**config.mk**
```make
export PLATFORM = sky130hd
export DESIGN_NAME = instr_fetch_stage
export DESIGN_NICKNAME = d
export VERILOG_FILES = /design/src/rtl/instr_fetch_stage_pkg.sv /design/src/rtl/instr_fetch_stage_if_id_reg.sv /design/src/rtl/instr_fetch_stage.sv
export SDC_FILE = /design/constraint.sdc
export NUM_CORES = 1
export LEC_CHECK = 0
export CORE_MARGIN = 5
export CORE_UTILIZATION = 47
export CTS_CLUSTER_DIAMETER = 100
export DETAILED_ROUTE_END_ITERATION = 16
export GPL_TIMING_DRIVEN = 1
export PLACE_DENSITY = 0.81
export SYNTH_ARGS = -nofsm -noshare
export SYNTH_HDL_FRONTEND = slang
export SYNTH_SLANG_ARGS = --single-unit
export TNS_END_PERCENT = 50
```
**constraint.sdc**
```tcl
create_clock -name clk -period 2.8 [get_ports clk]
set_input_delay 0.42 -clock clk [delete_from_list [all_inputs] [get_ports clk]]
set_output_delay 0.42 -clock clk [all_outputs]
set_load 0.005 [all_outputs]
```
**src/rtl/instr_fetch_stage_pkg.sv**
```systemverilog
// Shared types and constants for the instruction fetch stage.
//   fetch_state_t : fetch FSM states
//   if_id_t       : IF/ID pipeline register payload
//   NOP_INSTR     : instruction word written into a bubble
package instr_fetch_stage_pkg;

  localparam int unsigned PC_W    = 32;
  localparam int unsigned INSTR_W = 32;

  typedef enum logic {
    FETCH = 1'b0,
    DONE  = 1'b1
  } fetch_state_t;

  typedef struct packed {
    logic [INSTR_W-1:0] instr;
    logic [PC_W-1:0]    pc;
    logic [PC_W-1:0]    pc_plus1;
    logic               valid;
  } if_id_t;

  localparam logic [INSTR_W-1:0] NOP_INSTR = '0;

endpackage

```
**src/rtl/instr_fetch_stage_if_id_reg.sv**
```systemverilog
// IF/ID pipeline register.
//   clk, rst_n : clock, synchronous active-low reset (clears the whole register)
//   load       : capture d
//   bubble     : invalidate and zero the instruction; pc fields keep their value
//   d, q       : payload in / registered payload out
// With neither load nor bubble the register holds (stall).
module instr_fetch_stage_if_id_reg
  import instr_fetch_stage_pkg::*;
(
  input  logic   clk,
  input  logic   rst_n,
  input  logic   load,
  input  logic   bubble,
  input  if_id_t d,
  output if_id_t q
);

  always_ff @(posedge clk) begin
    if (!rst_n) begin
      q <= '0;
    end else if (bubble) begin
      q.instr <= NOP_INSTR;
      q.valid <= 1'b0;
    end else if (load) begin
      q <= d;
    end
  end

endmodule

```
**src/rtl/instr_fetch_stage.sv**
```systemverilog
// Fetch stage: program counter, fetch FSM (FETCH/DONE), fetch counter and the
// IF/ID register feeding decode.
//   clk, rst_n             : clock, synchronous active-low reset
//   stall, flush           : hold / squash requests from decode
//   branch_taken/target    : redirect from execute (highest priority)
//   instruction            : word from combinational instruction memory at address
//   address                : current PC
//   if_id_*                : IF/ID register contents
//   done                   : fetch has run past LAST_ADDR
//   fetch_count            : valid instructions delivered into IF/ID
module instr_fetch_stage
  import instr_fetch_stage_pkg::*;
#(
  parameter logic [PC_W-1:0] RESET_PC  = '0,
  parameter logic [PC_W-1:0] LAST_ADDR = PC_W'(16)
) (
  input  logic               clk,
  input  logic               rst_n,
  input  logic               stall,
  input  logic               flush,
  input  logic               branch_taken,
  input  logic [PC_W-1:0]    branch_target,
  input  logic [INSTR_W-1:0] instruction,
  output logic [PC_W-1:0]    address,
  output logic [INSTR_W-1:0] if_id_instruction,
  output logic [PC_W-1:0]    if_id_pc,
  output logic [PC_W-1:0]    if_id_pc_plus1,
  output logic               if_id_valid,
  output logic               done,
  output logic [31:0]        fetch_count
);

  fetch_state_t      state;
  logic [PC_W-1:0]   pc;
  logic [PC_W-1:0]   pc_inc;
  logic              load_c;
  logic              bubble_c;
  if_id_t            if_id_d;
  if_id_t            if_id_q;

  assign pc_inc  = pc + PC_W'(1);
  assign address = pc;
  assign done    = (state == DONE);

  // IF/ID control: branch/flush squash; stall holds; DONE feeds bubbles.
  always_comb begin
    bubble_c = 1'b0;
    load_c   = 1'b0;
    if (branch_taken || flush) begin
      bubble_c = 1'b1;
    end else if (!stall) begin
      if (state == FETCH) load_c   = 1'b1;
      else                bubble_c = 1'b1;
    end
  end

  assign if_id_d = '{instr: instruction, pc: pc, pc_plus1: pc_inc, valid: 1'b1};

  // PC, FSM and fetch counter. Any PC load past LAST_ADDR lands in DONE.
  always_ff @(posedge clk) begin
    if (!rst_n) begin
      pc          <= RESET_PC;
      state       <= FETCH;
      fetch_count <= '0;
    end else begin
      case (state)
        FETCH: begin
          if (branch_taken) begin
            pc    <= branch_target;
            state <= (branch_target > LAST_ADDR) ? DONE : FETCH;
          end else if (flush) begin
            pc    <= pc_inc;
            state <= (pc_inc > LAST_ADDR) ? DONE : FETCH;
          end else if (!stall) begin
            pc          <= pc_inc;
            fetch_count <= fetch_count + 32'd1;
            state       <= (pc_inc > LAST_ADDR) ? DONE : FETCH;
          end
        end
        DONE: begin
          if (branch_taken) begin
            pc    <= branch_target;
            state <= (branch_target > LAST_ADDR) ? DONE : FETCH;
          end
        end
        default: state <= FETCH;
      endcase
    end
  end

  instr_fetch_stage_if_id_reg u_if_id (
    .clk    (clk),
    .rst_n  (rst_n),
    .load   (load_c),
    .bubble (bubble_c),
    .d      (if_id_d),
    .q      (if_id_q)
  );

  assign if_id_instruction = if_id_q.instr;
  assign if_id_pc          = if_id_q.pc;
  assign if_id_pc_plus1    = if_id_q.pc_plus1;
  assign if_id_valid       = if_id_q.valid;

endmodule

```
Word level (Yosys, flattened, before mapping)
Cells that the tools add are included.

word-level totals
  register bits after elaboration = 162
  input bits = 69
  output and inout bits = 162
  word-level logic and storage cells = 42

operators by class
  add/subtract/negate cells = 2
  order comparisons = 2
  equal/unequal tests = 2
  muxes and demuxes = 18
  bitwise operators = 6
  reduce and logical (&&, ||, !) cells = 5

operators with widths
  cell                                                            number
  two-way mux 32 bit                                              4
  adder 32 x 1 -> 32 bit, second input constant                   2
  greater-than comparator 32 x 5 -> 1 bit, second input constant  2
  case mux 32 bit (2 select lines)                                1
  two-way mux 1 bit                                               12
  inverter 1 bit                                                  6
  inequality test 4 bit, second input constant                    1
  AND reduction 2 bit                                             2
  AND reduction 4 bit                                             1
  inequality test 2 bit, second input constant                    1
  case mux 1 bit (2 select lines)                                 1
  OR reduction 2 bit                                              1
  logical OR 1 bit                                                1

Logic depth before layout (Yosys ltp)
  word-level depth = 7
  mapped depth = 9
  mapped depth without buffers = 8

Hierarchy
A second synthesis with hierarchy kept.

second synthesis, totals
  cell total of the unflattened synthesis = 907
  area, all modules = 7798.7 um2

modules (own cells, without submodules)
  module                       times used  cells an instance  area an instance (um2)  seq. area each (um2)
  instr_fetch_stage            1           521                4017.6                  1301.2
  instr_fetch_stage_if_id_reg  1           386                3781.1                  1941.9

Worst setup path before layout
OpenSTA, ideal clock, no wires.

  path kind = register -> register
  start = register pc[0], in the netlist address[0]
  end = register state, in the netlist done
  library setup time = 126 ps
  arrival = 2201 ps
  data required time = 2674 ps
  setup slack = 472 ps
  cell stages (with the launch flop) = 10
  buffers on the path = 1
  clock period less this slack = 2328 ps
  path through = dfxtp_1 ha_1 nand3_1 or2_0 clkbuf_1 nor4_2 and3_1 mux2i_1 and3_1 a31oi_1

between the ends
  word-level cells in the longest chain between the ends = 7

RTL lines
  what                                       line                                              source
  start: declaration                         instr_fetch_stage.sv:34                           logic [PC_W-1:0] pc;
  start signal: assignment                   instr_fetch_stage.sv:69                           pc <= branch_target;
  start signal: assignment                   instr_fetch_stage.sv:72                           pc <= pc_inc;
  start signal: assignment                   instr_fetch_stage.sv:75                           pc <= pc_inc;
  adder 32 x 1 -> 32 bit *                   instr_fetch_stage.sv:41                           assign pc_inc = pc + PC_W'(1);
  greater-than comparator 32 x 5 -> 1 bit *  instr_fetch_stage.sv:73, instr_fetch_stage.sv:77
  two-way mux 1 bit *                        instr_fetch_stage.sv:73, instr_fetch_stage.sv:77
  two-way mux 1 bit                          instr_fetch_stage.sv:74                           end else if (!stall) begin
  two-way mux 1 bit *                        instr_fetch_stage.sv:71                           end else if (flush) begin
  two-way mux 1 bit *                        instr_fetch_stage.sv:68                           if (branch_taken) begin
  case mux 1 bit (2 select lines) *          instr_fetch_stage.sv:66                           case (state)
  end signal: assignment                     instr_fetch_stage.sv:70                           state <= (branch_target > LAST_ADDR) ? DONE : FETCH;
  end signal: assignment                     instr_fetch_stage.sv:73                           state <= (pc_inc > LAST_ADDR) ? DONE : FETCH;
  end signal: assignment                     instr_fetch_stage.sv:77                           state <= (pc_inc > LAST_ADDR) ? DONE : FETCH;
  end: declaration                           instr_fetch_stage.sv:33                           fetch_state_t state;

Every way passes the cells marked *; elsewhere a longest branch is shown, timed or not.
A chain may end at the register's enable or synchronous reset.

Worst setup path in the final report
Same ends and word-level chain as after synthesis.

==> flow_summary.yaml <==
finish:
  final_cell_mix: "clkdlybuf4s50_1, nand2_1, dfxtp_1"
  final_common_cell: "clkdlybuf4s50_1"
  final_area_mm2: 0.0104
  area_growth_pct: 44.3
  fin_util: 0.687
  drive_above_1_share: 0.0707
  antenna_cells: 0
  nets: 1205
yosys:
  synthesis.area_mm2: 0.00721
  synth_xor_area_frac: 0.0850
  synthArstFlopShare: 0
  synth_edf_count: 0
  ys_seq_area_frac: 0.450
  yosysTopAreaCell: "dfxtp_1"
  syn_inst: 920
  synthAdderAreaFrac: 0.00347
  syn_nets: 991
  syn-mean-instance-area_um2: 7.84
  ys_types: 49
  synth_top_family_by_area: "simple AND/OR/NAND/NOR gates"
  yosys_warnings: 0
  synth_top_area_share: 0.450
  synth_compound_area_frac: 0.149
  ys_ff_latch: 162
  yosys-top-cells-area: "dfxtp_1, nand2_1, a21oi_1"
  synthSimpleGateAreaFrac: 0.261
  yosys_most_used_dff: "dfxtp_1"
  synthMuxAreaShare: 0.00694
placed_design:
  gp_congestion: 0.958
  io_buffers: 230
  dpl_cell_area_mm2: 0.00980
  dp_hpwl_mm: 16.5
timing:
  relSlewSlack: 0.608
  clock.fmax_mhz: 396
  finClkSkew_ns: 0.00825
  fin_crit_sh: 0.902
  tightest_slew_ns: 0.588
  rsz0062_at_grt: "false"
  final-setup-viol-count: 0
  finalHoldViolCount: 0
  setup_tns_ns: 0
  maxSlewViolCount: 0
  period_needed_ns: 2.53
global_route:
  global_route.overflow_total: 0
  antenna_found_initial: 0
  grt_pass1_wl_mm: 36.6
  grt_pass1_vias: 6929
  grt_max_degree: 129
  grt_usage: 0.255
setup_path:
  critical_path_buf_inv_count: 0
  cp_slowest_cell: "dfxtp_1"
  worst_setup_path_end_kind: "flop"
  crit_path_max_fanout: 8
  crit_required_ns: 3.10
  crit_chain: "ha_1 > nand3_1 > or2_1 > nor4_2 > and3_1 > mux2i_1 > and3_1 > a31oi_1"
  arrival_ns: 2.83
  critPathTopFamily: "simple AND/OR/NAND/NOR gates"
  startpoint_type: "flop"
  crit_type: "flop to flop"
  critical_path.max_stage_delay_ns: 0.46
  crit_top_cell: "and3_1"
clock_network:
  insertion_delay_ns: 0.42
  ctsLongestPathBuffers: 2
  cts_setup_buffers: 0
  cts.sinks: 162
  cts_max_level: 4
  cts_tree: "done"
  numCtsBuffers: 17
  path_clk_slew_ns: 0.07
  cts-root-buf: "clkbuf_16"
floorplanning:
  die_width_um: 134
  rows: 45
  start_util: 0.476
  fp.dieH_um: 134
  pin_count: 231
  core-area_mm2: 0.0151
  dieArea_mm2: 0.0179
flow_run:
  drv_cap: 0
detailed_routing:
  vias_per_cell: 5.50
  wl_mm: 23.3
  drc: 0
  drtIter0Drc: 741
  post_drt_wl_per_cell_um: 17.5
  ant_nets: 0
  dr.pass1.iters: 5
  vias: 7337
pwr:
  p_total_mw: 5.47
  p_per_area_mw_per_mm2: 526
  p_leak_nw: 3.55
  vdd_drop_max_mv: 0.439
min_path:
  hold_class: "flop to flop"
status:
  status: "finished clean"
layer usage:
metal / track usage / wire (um) / up-vias
met5: 0 / 0 / -
met4: 0.117 / 902 / 0
met3: 0.0735 / 1970 / 70
met2: 0.404 / 11000 / 321
met1: 0.323 / 9390 / 3385
li1: - / - / 3561
registers in the layout, indices dropped and copies added, names as in the netlist:
name / count
fetch_count: 32
done: 1
address: 32
u_if_id.q: 97
where the power goes:
group / internal (mW) / switching [mW]
Sequential: 2.37 / 0.0621
Clock: 1.45 / 0.950
Combinational: 0.329 / 0.319
Total: 4.14 / 1.33
layout make-up:
class | instances | area [um^2]
clock buffers | 19 | 453
clock inverters | 12 | 158
fillers | 1230 | 4740
inverters | 11 | 43.8
multi-input cells | 674 | 3640
flip-flops and latches | 162 | 3240
well taps | 188 | 235
repair buffers | 268 | 2630
repair_timing:
action | 4_1_cts | 5_1_grt
gates resized for setup | 0 | 1
hold buffers | 0 | 0
setup endpoints to repair | 0 | 1
Yosys cell counts (2+ instances only):
library cell and number:
nand2_1 171, dfxtp_1 162, nor2_1 117, a21oi_1 106, clkbuf_1 61, xor2_1 37, a211oi_1 36, xnor2_1 33
nand4_1 26, nand3_1 24, and3_1 17, o21ai_0 13, inv_1 10, or3_1 10, buf_2 9, nor3_1 9
nor4_1 9, o22ai_1 8, and2_1 7, nor2b_1 6, mux2i_1 5, nand2b_1 4, or2_2 4, a31oi_1 3
buf_1 3, a32oi_1 2, and4_1 2, ha_1 2, o21a_1 2, o31ai_1 2, or4_1 2
stage by stage:
| stage | instances | worst slack (ns) | hold WS [ns] |
|---|---|---|---|
| floorplan | 920 | 0.472 | 0.453 |
| global placement | 1303 | 0.0792 | 0.441 |
| detailed placement | 1303 | 0.0231 | 0.446 |
| CTS | 1334 | 0.255 | 0.454 |
| global route | 1334 | 0.0548 | 0.473 |
| finish | 1334 | 0.274 | 0.453 |
path summary, 6_finish.rpt:
kind | cells after the start | start | end | slack (ns)
max reg2reg | 8 | address[0] | done | 0.27
min reg2reg | 2 | u_if_id.q[85] | u_if_id.q[85] | 0.45
min | 2 | u_if_id.q[85] | u_if_id.q[85] | 0.45
max | 8 | address[0] | done | 0.27
tightest hold or removal path, stage by stage (launching register included):
cell and delay [ns]:
dfxtp_1 0.31, nand2_1 0.05, a21oi_1 0.05
logic make-up after synthesis:
| family | after synthesis |
|---|---|
| AO/OA/AOI/OAI | 182 |
| XOR/XNOR | 70 |
| adder cells (fa/ha/maj) | 2 |
| buffers and inverters | 84 |
| flip-flops | 162 |
| multiplexers | 5 |
| AND/OR/NAND/NOR | 415 |
Power figures use the tool's default switching activity.
